`src/rtl/des_round_sequencer.sv`:
```
// DES round sequencer: holds L/R and C/D state, walks 16 rounds against an external
// f-function, and applies IP/FP/PC1/PC2 as fixed bit routing.
module des_round_sequencer (
    input  logic        Clk,
    input  logic        Reset,
    input  logic        Start,
    input  logic        Decrypt,
    input  logic [63:0] DataIn,
    input  logic [63:0] KeyIn,
    output logic [31:0] FRight,
    output logic [47:0] FKey,
    input  logic [31:0] FResult,
    output logic        Busy,
    output logic        Done,
    output logic [63:0] DataOut
);

    typedef enum logic [1:0] {IDLE, ROUND, DONE} state_t;

    localparam int unsigned IP_T [64] = '{
        58, 50, 42, 34, 26, 18, 10,  2, 60, 52, 44, 36, 28, 20, 12,  4,
        62, 54, 46, 38, 30, 22, 14,  6, 64, 56, 48, 40, 32, 24, 16,  8,
        57, 49, 41, 33, 25, 17,  9,  1, 59, 51, 43, 35, 27, 19, 11,  3,
        61, 53, 45, 37, 29, 21, 13,  5, 63, 55, 47, 39, 31, 23, 15,  7};

    localparam int unsigned FP_T [64] = '{
        40,  8, 48, 16, 56, 24, 64, 32, 39,  7, 47, 15, 55, 23, 63, 31,
        38,  6, 46, 14, 54, 22, 62, 30, 37,  5, 45, 13, 53, 21, 61, 29,
        36,  4, 44, 12, 52, 20, 60, 28, 35,  3, 43, 11, 51, 19, 59, 27,
        34,  2, 42, 10, 50, 18, 58, 26, 33,  1, 41,  9, 49, 17, 57, 25};

    localparam int unsigned PC1_T [56] = '{
        57, 49, 41, 33, 25, 17,  9,  1, 58, 50, 42, 34, 26, 18,
        10,  2, 59, 51, 43, 35, 27, 19, 11,  3, 60, 52, 44, 36,
        63, 55, 47, 39, 31, 23, 15,  7, 62, 54, 46, 38, 30, 22,
        14,  6, 61, 53, 45, 37, 29, 21, 13,  5, 28, 20, 12,  4};

    localparam int unsigned PC2_T [48] = '{
        14, 17, 11, 24,  1,  5,  3, 28, 15,  6, 21, 10,
        23, 19, 12,  4, 26,  8, 16,  7, 27, 20, 13,  2,
        41, 52, 31, 37, 47, 55, 30, 40, 51, 45, 33, 48,
        44, 49, 39, 56, 34, 53, 46, 42, 50, 36, 29, 32};

    // Bit i set where the key schedule shifts by 2 in round i, otherwise by 1.
    localparam logic [15:0] SHIFT_TWO = 16'h7EFC;

    function automatic logic [63:0] ip_perm(input logic [63:0] x);
        logic [63:0] y;
        y = '0;
        for (int unsigned i = 0; i < 64; i++) y[63 - i] = x[64 - IP_T[i]];
        return y;
    endfunction

    function automatic logic [63:0] fp_perm(input logic [63:0] x);
        logic [63:0] y;
        y = '0;
        for (int unsigned i = 0; i < 64; i++) y[63 - i] = x[64 - FP_T[i]];
        return y;
    endfunction

    function automatic logic [55:0] pc1_perm(input logic [63:0] x);
        logic [55:0] y;
        y = '0;
        for (int unsigned i = 0; i < 56; i++) y[55 - i] = x[64 - PC1_T[i]];
        return y;
    endfunction

    function automatic logic [47:0] pc2_perm(input logic [55:0] x);
        logic [47:0] y;
        y = '0;
        for (int unsigned i = 0; i < 48; i++) y[47 - i] = x[56 - PC2_T[i]];
        return y;
    endfunction

    function automatic logic [27:0] rotl28(input logic [27:0] x, input logic two);
        return two ? {x[25:0], x[27:26]} : {x[26:0], x[27]};
    endfunction

    function automatic logic [27:0] rotr28(input logic [27:0] x, input logic two);
        return two ? {x[1:0], x[27:2]} : {x[0], x[27:1]};
    endfunction

    state_t      state_q, state_d;
    logic [31:0] l_q, r_q;
    logic [27:0] c_q, d_q;
    logic [3:0]  round_q;
    logic        mode_q;
    logic [3:0]  shift_idx;
    logic        shift_two;
    logic [55:0] cd_n;
    logic        unused_parity;

    assign unused_parity = ^{KeyIn[56], KeyIn[48], KeyIn[40], KeyIn[32],
                             KeyIn[24], KeyIn[16], KeyIn[8], KeyIn[0]};

    // Decrypt walks the schedule backwards: round r undoes shift S[16-r], i.e. index -r mod 16.
    always_comb begin
        shift_idx = mode_q ? (4'd0 - round_q) : round_q;
        shift_two = SHIFT_TWO[shift_idx];
        cd_n      = {c_q, d_q};
        if (!mode_q) begin
            cd_n = {rotl28(c_q, shift_two), rotl28(d_q, shift_two)};
        end else if (round_q != 4'd0) begin
            cd_n = {rotr28(c_q, shift_two), rotr28(d_q, shift_two)};
        end
    end

    always_comb begin
        FKey   = '0;
        FRight = '0;
        if (state_q == ROUND) begin
            FKey   = pc2_perm(cd_n);
            FRight = r_q;
        end
    end

    assign Busy = (state_q != IDLE);
    assign Done = (state_q == DONE);

    always_ff @(posedge Clk) begin
        if (Reset) state_q <= IDLE;
        else       state_q <= state_d;
    end

    always_comb begin
        state_d = state_q;
        case (state_q)
            IDLE:    if (Start) state_d = ROUND;
            ROUND:   if (round_q == 4'd15) state_d = DONE;
            DONE:    state_d = IDLE;
            default: state_d = IDLE;
        endcase
    end

    always_ff @(posedge Clk) begin
        if (Reset) begin
            l_q     <= '0;
            r_q     <= '0;
            c_q     <= '0;
            d_q     <= '0;
            round_q <= '0;
            mode_q  <= 1'b0;
            DataOut <= '0;
        end else begin
            case (state_q)
                IDLE: begin
                    if (Start) begin
                        {l_q, r_q} <= ip_perm(DataIn);
                        {c_q, d_q} <= pc1_perm(KeyIn);
                        mode_q     <= Decrypt;
                        round_q    <= '0;
                    end
                end
                ROUND: begin
                    if (round_q == 4'd15) begin
                        DataOut <= fp_perm({l_q ^ FResult, r_q});
                    end else begin
                        {c_q, d_q} <= cd_n;
                        l_q        <= r_q;
                        r_q        <= l_q ^ FResult;
                        round_q    <= round_q + 4'd1;
                    end
                end
                default: ;
            endcase
        end
    end

endmodule

```
`config.mk`:
```
export PLATFORM = sky130hd
export DESIGN_NAME = des_round_sequencer
export DESIGN_NICKNAME = d
export VERILOG_FILES = /design/src/rtl/des_round_sequencer.sv
export SDC_FILE = /design/constraint.sdc
export NUM_CORES = 1
export LEC_CHECK = 0
export ABC_CLOCK_PERIOD_IN_PS = 2800
export BUFFER_PORTS_ARGS = -buffer_cell sky130_fd_sc_hd__clkbuf_2
export CORE_MARGIN = 2
export CORE_UTILIZATION = 25
export CTS_BUF_LIST = sky130_fd_sc_hd__clkbuf_2 sky130_fd_sc_hd__clkbuf_4 sky130_fd_sc_hd__clkbuf_8
export DETAILED_ROUTE_END_ITERATION = 7
export PLACE_DENSITY = 0.53
export SLEW_MARGIN = 5
export SYNTH_ARGS = -nofsm -noshare
export SYNTH_HDL_FRONTEND = slang
export SYNTH_SLANG_ARGS = --single-unit
```
`constraint.sdc`:
```
create_clock -name Clk -period 2.8 [get_ports Clk]
set_input_delay 0.84 -clock Clk [delete_from_list [all_inputs] [get_ports Clk]]
set_output_delay 0.84 -clock Clk [all_outputs]
set_load 0.02 [all_outputs]
```
==> flow_metrics.py <==
metrics = {
    "setup_path": {
        "start_kind": "flip-flop",
        "cp_common_cell": "buf_4",
        "crit_buf_inv": 5,
        "cp_data_required_time_ps": 1960,
        "worstReg2RegStart": "state_q[1]",
        "worst-endpoint-arrival_ps": 2880,
        "startpoint": "round_q[0]",
        "cp_cell_sequence": "buf_6, o31ai_4, xor2_2, a211o_4, buf_4, clkbuf_16, and3_4, nor3_2, buf_4, nor3_2, buf_4",
        "cpLargestDelayFamily": "buffers and inverters",
        "worst-setup-path-type": "reg -> out",
        "cp_slowest_stage_delay_ps": 390,
        "end_kind": "output pin",
        "crit_fanout": 6,
        "slowest_stage": "a211o_4",
    },
    "cells_and_area": {
        "seq_area_um2": 3830,
        "instances_no_fill": 2256,
        "area_growth_pct": 62.4,
        "drive_gt1_share_pct": 45.6,
        "multi_input_area_um2": 7270,
        "fin_util_pct": 41.0,
        "fill_cells": 4045,
        "antenna-diode-count": 0,
        "nNetsFinal": 1878,
        "layout_common_cells": "224 x clkbuf_2, 186 x dfxtp_1, 186 x buf_4",
        "final_common_cell": "clkbuf_2",
    },
    "sta": {
        "timing.fmax_ghz": 0.269,
        "min_period_over_period_pct": 133,
        "slew_headroom_pct": 54.9,
        "setup_violations": 48,
        "hold_viol_final": 0,
        "rsz0062_at_grt": "yes",
        "max_slew.worst_pin.slew_ps": 674,
        "fin_crit_ps": 3720,
        "fin_skew_ps": 13.9,
        "slew_viol_final": 0,
        "fin_ws_ps": -918,
    },
    "power_and_ir_drop": {
        "leakage_uw": 0.00650,
        "p_per_area_nw_per_um2": 418,
        "p_total_uw": 6980,
        "vdd_drop_max_uv": 401,
    },
    "yosys": {
        "synth_ff_type": "dfxtp_1",
        "syn_area_per_cell_um2": 7.94,
        "synthTopCellsByArea": "dfxtp_1 37%, a211oi_1 6.9%, nand2_1 6.5%",
        "async_flop_share_pct": 0,
        "mappedNetlistArea_um2": 10300,
        "synth_cells": 1294,
        "seq_area_frac_synth_pct": 37.2,
        "yosysWarnings": 0,
        "syn_nets": 1460,
        "yosysTopAreaCellShare_pct": 37.2,
        "synth_edf_count": 0,
        "yosys.area.top_type": "dfxtp_1",
        "ys_seq_elements": 191,
        "synthDistinctLibCells": 52,
    },
    "global_route": {
        "grt_usage_pct": 21.3,
        "grt_pass1_vias": 11823,
        "grt_pass1_wl_um": 68800,
        "grt_max_degree": 67,
        "antenna_found_initial": 1,
        "overflow": 0,
    },
    "clock_tree": {
        "clk_pin_slew_ps": 110,
        "hold_buffers": 0,
        "htree_levels": 4,
        "numCtsBuffers": 17,
        "root_buffer": "clkbuf_8",
        "cts.sinks": 191,
        "cts_tree": "yes",
        "clock_path_buffers": 2,
        "clk-insertion-delay-late_ps": 570,
    },
    "detailed_routing": {
        "drt-initial-drc-count": 611,
        "drc": 0,
        "vias": 11881,
        "detail-route-antenna-nets": 0,
        "via_per_inst": 5.27,
        "routed_wl_um": 46900,
        "drt_pre_antenna_iters": 5,
        "wl_per_cell_um": 20.8,
    },
    "floorplanning": {
        "pin_count": 310,
        "initial_core_util_pct": 25.2,
        "die_x_um": 207,
        "rows": 74,
        "die_y_um": 207,
        "fp.dieArea_um2": 42700,
        "fp.coreArea_um2": 40700,
    },
    "placed_design": {
        "place_congestion": 0.821,
        "dp_cells": 2121,
        "port_buffers": 301,
        "dp_hpwl_um": 30100,
    },
    "run": {
        "drv_cap": 0,
    },
    "min_path": {
        "worstHoldStart": "DataOut[23]",
        "hold_path_class": "reg -> reg",
    },
    "status": {
        "status": "finished with violations",
        "violations": "setup timing",
    },
}
==> power breakdown <==
part	switching, µW	leakage [µW]	internal, µW	total (µW)
Sequential	165	0.00156	2850	3020
Clock	1240	0.000206	784	2020
Combinational	998	0.00473	943	1940
==> worst paths after layout <==
check	slack [ps]	depth (start not counted)	endpoint
worst min register to register	460	2	DataOut[23]
worst min-delay path	460	2	DataOut[23]
worst max register to register	250	10	c_q[6]
worst max-delay path	-920	11	FKey[9]
==> state kept, by name (all words and copies together) (netlist names) <==
signal / count
c_q: 28
state_q: 2
DataOut: 64
round_q: 4
d_q: 28
mode_q: 1
r_q: 32
l_q: 32
==> Yosys cell counts, types with 33 or more instances <==
master and instances:
a211oi_1 95, a21oi_1 104, a22oi_1 48, and2_1 35, and3_1 44, clkbuf_1 88, dfxtp_1 191, nand2_1 177
nor2_1 64, nor3_1 56, o21ai_0 66, o32ai_1 47, or3_1 40, xnor2_1 33
==> cell families after synthesis <==
| group | after synthesis | share of synthesized area, % |
|---|---|---|
| and+or+nand+nor | 451 | 21.0 |
| AOI/OAI and AO/OA | 445 | 29.6 |
| DFF | 191 | 37.2 |
| buffers and inverters | 138 | 5.80 |
| xor gates and xnor gates | 37 | 3.23 |
| muxes | 30 | 2.92 |
| adders and majority gates | 2 | 0.243 |
==> repair_timing <==
| action | 4_1_cts | 5_1_grt |
|---|---|---|
| setup endpoints to repair | 80 | 77 |
| pin swaps | 51 | 66 |
| resized for setup | 220 | 162 |
| cloned | 15 | 6 |
| buffers inserted | 58 | 32 |
==> metrics by stage <==
| step | hold slack [ps] | TNS [ps] | instance area, µm² | worst slack, ps |
|---|---|---|---|---|
| final | 463 | -39650 | 16700 | -918 |
| after global routing | 457 | -46120 | 16700 | -1030 |
| after detailed placement | 449 | -11270 | 13700 | -327 |
| after CTS | 401 | -45050 | 15900 | -955 |
| after global placement | 443 | -9920 | 13700 | -316 |
| after floorplan | 441 | -47.3 | 10800 | -12.7 |
==> routing by layer <==
metal  GRT usage (%)  vias to the layer above  wire, µm
met1            24.8                     5726     18400
met2            35.9                      472     22600
met4            11.1                        2      2090
li1                -                     5581         -
met5               0                        -        13
met3            5.53                      100      3720
==> cell type report <==
cell class	count	share of cell area [%]
tap	532	3.99
clock buffer	19	1.57
inverter	9	0.217
timing repair buffer	526	26.8
multi-input combinational	967	43.6
clock inverter	12	0.862
sequential	191	23.0
==> worst reg2reg max path, cell delays in order (launching register included) <==
cell       delay [ps]
dfxtp_4           390
and2b_4           300
buf_8             150
buf_12            150
buf_4             120
bufbuf_16         240
buf_4             130
nand2_1           130
nor2_1            400
o21ai_0           160
o31a_1            300
Power figures use the tool's default switching activity.
